**src/rtl/y_reg_file_pkg.sv**
```systemverilog
// Shared register-file constants and types, also used by the ALU, decode and
// write-back stages.
package y_reg_file_pkg;

  localparam int RF_WIDTH = 32;
  localparam int RF_NREG  = 32;
  localparam int RF_AW    = 5;
  localparam int ZERO_REG = 0;

  typedef logic [RF_NREG-1:0]  rf_wen_t;
  typedef logic [RF_WIDTH-1:0] rf_word_t;

endpackage

```
**src/rtl/y_rf_decode.sv**
```systemverilog
// Write-address decoder: wr_en + wr_addr -> one-hot register enable vector,
// with the zero register never enabled. Gate-level, like the datapath.
module y_rf_decode
  import y_reg_file_pkg::*;
#(
  parameter int NREG = RF_NREG,
  parameter int AW   = RF_AW
) (
  input  logic            wr_en_i,
  input  logic [AW-1:0]   wr_addr_i,
  output logic [NREG-1:0] wen_o
);

  logic [AW-1:0] addr_n;

  for (genvar j = 0; j < AW; j++) begin : g_inv
    not u_inv (addr_n[j], wr_addr_i[j]);
  end

  assign wen_o[ZERO_REG] = 1'b0;

  for (genvar i = 0; i < NREG; i++) begin : g_row
    if (i != ZERO_REG) begin : g_dec
      // Each row is an AND chain of wr_en and the matching address literals.
      for (genvar j = 0; j < AW; j++) begin : g_bit
        logic lit;
        logic t;
        if (((i >> j) & 1) != 0) begin : g_pos
          buf u_lit (lit, wr_addr_i[j]);
        end else begin : g_neg
          buf u_lit (lit, addr_n[j]);
        end
        if (j == 0) begin : g_first
          and u_and (t, wr_en_i, lit);
        end else begin : g_next
          and u_and (t, g_bit[j-1].t, lit);
        end
      end
      buf u_out (wen_o[i], g_bit[AW-1].t);
    end
  end

endmodule

```
**src/rtl/y_reg_file.sv**
```systemverilog
// Architectural register file: two combinational read ports, one synchronous
// write port, r0 hardwired to zero, optional write-through bypass.
module y_reg_file
  import y_reg_file_pkg::*;
#(
  parameter int WIDTH  = RF_WIDTH,
  parameter int NREG   = RF_NREG,
  parameter int AW     = RF_AW,
  parameter int BYPASS = 0
) (
  input  logic             clk,
  input  logic             reset,
  input  logic [AW-1:0]    rs_addr,
  input  logic [AW-1:0]    rt_addr,
  output logic [WIDTH-1:0] rs_data,
  output logic [WIDTH-1:0] rt_data,
  input  logic             wr_en,
  input  logic [AW-1:0]    wr_addr,
  input  logic [WIDTH-1:0] wr_data
);

  logic            wr_go;
  logic [NREG-1:0] wen;
  logic            unused_wen0;

  // Reset dominates: a write on a reset edge never reaches the decoder.
  assign wr_go       = wr_en & ~reset;
  assign unused_wen0 = wen[ZERO_REG];

  y_rf_decode #(
    .NREG (NREG),
    .AW   (AW)
  ) u_dec (
    .wr_en_i   (wr_go),
    .wr_addr_i (wr_addr),
    .wen_o     (wen)
  );

  for (genvar i = 0; i < NREG; i++) begin : g_reg
    if (i != ZERO_REG) begin : g_st
      logic [WIDTH-1:0] q_q;
      logic [WIDTH-1:0] q_d;

      always_comb q_d = wen[i] ? wr_data : q_q;

      always_ff @(posedge clk) begin
        if (reset) q_q <= '0;
        else       q_q <= q_d;
      end
    end
  end

  // Read trees: level AW holds the registers, each level above is a row of
  // 2:1 muxes steered by one address bit, MSB at the root.
  for (genvar lv = 0; lv <= AW; lv++) begin : g_lvl
    logic [WIDTH-1:0] rs_n [2**lv];
    logic [WIDTH-1:0] rt_n [2**lv];
    for (genvar k = 0; k < 2**lv; k++) begin : g_node
      if (lv == AW) begin : g_leaf
        if (k == ZERO_REG) begin : g_zero
          assign rs_n[k] = '0;
          assign rt_n[k] = '0;
        end else begin : g_val
          assign rs_n[k] = g_reg[k].g_st.q_q;
          assign rt_n[k] = g_reg[k].g_st.q_q;
        end
      end else begin : g_mux
        assign rs_n[k] = rs_addr[AW-1-lv] ? g_lvl[lv+1].rs_n[2*k+1]
                                          : g_lvl[lv+1].rs_n[2*k];
        assign rt_n[k] = rt_addr[AW-1-lv] ? g_lvl[lv+1].rt_n[2*k+1]
                                          : g_lvl[lv+1].rt_n[2*k];
      end
    end
  end

  logic [WIDTH-1:0] rs_tree;
  logic [WIDTH-1:0] rt_tree;

  assign rs_tree = g_lvl[0].rs_n[0];
  assign rt_tree = g_lvl[0].rt_n[0];

  if (BYPASS != 0) begin : g_byp
    // wen already excludes reset and r0, so it is exactly the bypass hit.
    assign rs_data = wen[rs_addr] ? wr_data : rs_tree;
    assign rt_data = wen[rt_addr] ? wr_data : rt_tree;
  end else begin : g_nobyp
    assign rs_data = rs_tree;
    assign rt_data = rt_tree;
  end

endmodule

```
**config.mk**
```make
export PLATFORM = sky130hd
export DESIGN_NAME = y_reg_file
export DESIGN_NICKNAME = d
export VERILOG_FILES = /design/src/rtl/y_reg_file_pkg.sv /design/src/rtl/y_rf_decode.sv /design/src/rtl/y_reg_file.sv
export SDC_FILE = /design/constraint.sdc
export NUM_CORES = 2
export LEC_CHECK = 0
export ABC_CLOCK_PERIOD_IN_PS = 3400
export BUFFER_PORTS_ARGS = -buffer_cell sky130_fd_sc_hd__buf_2
export CAP_MARGIN = 20
export CORE_MARGIN = 5
export CORE_UTILIZATION = 50
export CTS_CLUSTER_DIAMETER = 200
export DETAILED_ROUTE_END_ITERATION = 12
export PLACE_DENSITY_LB_ADDON = 0.15
export SLEW_MARGIN = 10
export SYNTH_ARGS = -nofsm -noshare
export SYNTH_HDL_FRONTEND = slang
export SYNTH_HIERARCHICAL = 1
export SYNTH_SLANG_ARGS = --single-unit
```
**constraint.sdc**
```tcl
create_clock -name clk -period 3.4 [get_ports clk]
set_clock_uncertainty 0.05 [all_clocks]
set_input_delay 0.68 -clock clk [delete_from_list [all_inputs] [get_ports clk]]
set_output_delay 0.68 -clock clk [all_outputs]
set_load 0.05 [all_outputs]
```
==> impl_metrics.csv <==
group,metric,value,unit
synth,syn-num-nets,5556,
synth,synth_warnings,6,
timing,drv_slew,0,
detailed_routing,antenna_left,0,
worst_setup_path,critical_path_required,2670,ps
outcome,failed_checks,"negative setup slack",
detailed_routing,wirelength,174000,um
layout,drive_gt1_share,13.4,%
clock_tree,cts.sinks,992,
pwr,power_switching,7.07,mW
synth,syn_inst,5506,
grt,first_global_vias,40100,
synth,avgSynthCellArea,9.52,sq um
worst_setup_path,critical_path_class,"in -> out",
clock_tree,cts_root_buffer,"clkbuf_16",
worst_setup_path,arrival,2680,ps
pwr,pwr_density_cell,457,nW/um^2
grt,antenna_found_initial,15,
layout,largest_reg_flops,992,
timing,min_period,3410,ps
detailed_routing,via_count,41500,
floorplanning,io_pins,114,
pwr,p_leak,22.3,nW
timing,worstMarginPinSlew,1060,ps
timing,rsz0062_at_grt,"false",
layout,reg.largest.list,"g.g_st.q_q x992",
grt,grt_use_total,30.0,%
min_path,hold_class,"reg -> reg",
outcome,status,"finished with violations",
detailed_routing,remaining_drc_errors,0,
timing,relSlewSlack,29.5,%
floorplanning,dieArea,111000,sq um
detailed_routing,drt_iter0_markers,4100,
worst_setup_path,cp-start-kind,"input pin",
pwr,p_int,20.4,mW
clock_tree,path_clk_slew,60,ps
layout,nets,5484,
floorplanning,core_area,104000,sq um
pwr,ir_worst_vdd,0.000428,V
clock_tree,htreeDepth,3,
layout,filler_cell_count,8939,
worst_setup_path,end_kind,"output port",
floorplanning,die_w,334,um
flow_run,max_cap_violations,0,
detailed_routing,routedWlPerCell,25.1,um
timing,finalSetupViolCount,2,
worst_setup_path,reg2reg_slack,2640,ps
placed_design,dpl.hpwl,108000,um
pwr,power_frac_comb,11.5,%
pwr,seqPwrFrac,42.7,%
placed_design,preCtsSetupSlack,-125,ps
pwr,power.share.switching,25.8,%
timing,max_freq,0.294,GHz
clock_tree,clk_latency,680,ps
layout,top_register,"g.g_st.q_q",
timing,holdWs,461,ps
worst_setup_path,crit_fanout,15,
detailed_routing,viasPerCell,6.00,
clock_tree,cts_buffers,109,
layout,syn_to_final_growth,14.5,%
pwr,pwr-share-clk,45.8,%
synth,syn-cell-area,52400,sq um
grt,grt_max_degree,190,
timing,post-route-period-util,100,%
timing,setup_ws,-6.42,ps
floorplanning,start_util,50.5,%
grt,gr-total-overflow,0,
floorplanning,die_h,334,um
grt,grt_pass1_wl,261000,um
timing,hold_viol_final,0,
clock_tree,clockBufferDepth,3,
placed_design,port_buffers,113,
clock_tree,cts_tree,"built",
floorplanning,rows,118,
placed_design,gp_congestion,0.831,
pwr,total_power,27.4,mW
detailed_routing,first_pass_iters,6,
-- area by class of cell --
cell class / count / area (sq um) / share of cell area, %
multi-input combinational: 3902 / 29900 / 49.8
antenna: 12 / 30.0 / 0.0500
sequential: 992 / 19900 / 33.1
clock inverter: 36 / 493 / 0.821
tap: 1380 / 1730 / 2.88
timing repair buffer: 429 / 4640 / 7.73
clock buffer: 169 / 3360 / 5.59
-- placed cells by master, fill, tap and decap left out, types with 65 or more instances in the layout --
cell	n
a22oi_1	256
nand3_1	188
mux2i_1	1760
buf_12	121
nor2_1	992
a21oi_1	128
nor2b_1	65
buf_2	87
dfxtp_1	992
buf_4	208
nand2_1	129
clkbuf_16	112
-- power groups by stage --
stage	clock network, mW	registers, mW	logic (mW)
after detailed placement	0	12.0	3.05
after floorplan	0	12.0	1.87
final	12.6	11.7	3.14
after global placement	0	12.0	3.05
after CTS	12.8	11.7	3.08
after global routing	13.3	11.7	3.25
-- critical path, stage by stage --
cell and delay (ps):
buf_8 150, buf_12 160, buf_12 130, nor2b_4 130
buf_12 170, buf_4 200, a22oi_1 80, a31oi_1 340
nand3_1 240, buf_4 230, buf_12 150
-- path summary, 6_finish.rpt --
kind,start,to,cells past startpoint
worst min-delay path,g_reg[7].g_st.q_q[27]$_SDFFE_PP0P_,g_reg[7].g_st.q_q[27]$_SDFFE_PP0P_,2
worst min register to register,g_reg[7].g_st.q_q[27]$_SDFFE_PP0P_,g_reg[7].g_st.q_q[27]$_SDFFE_PP0P_,2
worst max register to register,g_reg[2].g_st.q_q[17]$_SDFFE_PP0P_,g_reg[2].g_st.q_q[17]$_SDFFE_PP0P_,2
worst max-delay path,rs_addr[0],rs_data[15],11
-- stage by stage --
step / instances / cell area [sq um] / util (%) / setup TNS (ps)
floorplan: 5506 / 52400 / - / 0
global placement: 6686 / 55800 / 53.8 / -604
detailed placement: 6686 / 55800 / 53.8 / -524
CTS: 6895 / 59800 / 57.6 / 0
global route: 6912 / 60000 / 57.8 / 0
finish: 6920 / 60000 / 57.8 / -6.82
-- per-layer routing --
| metal | wire length, um | share of wire, % | vias to the layer above | track usage [%] |
|---|---|---|---|---|
| li1 | - | - | 19300 | - |
| met1 | 77900 | 45 | 20400 | 42.4 |
| met2 | 76900 | 44 | 1459 | 46.4 |
| met3 | 13400 | 7.7 | 291 | 5.40 |
| met4 | 5780 | 3.3 | 4 | 9.97 |
| met5 | 27 | 0.016 | - | 0 |
-- what timing repair did --
action,in CTS,in global routing
buffers inserted,3,13
endpoints found under the setup margin,11,28
gates resized for setup,14,14
pin swaps,0,4
hold buffers,0,0
gates cloned,1,0
hold endpoints to repair,0,0
Note: power is estimated with default switching activity, not from simulation.
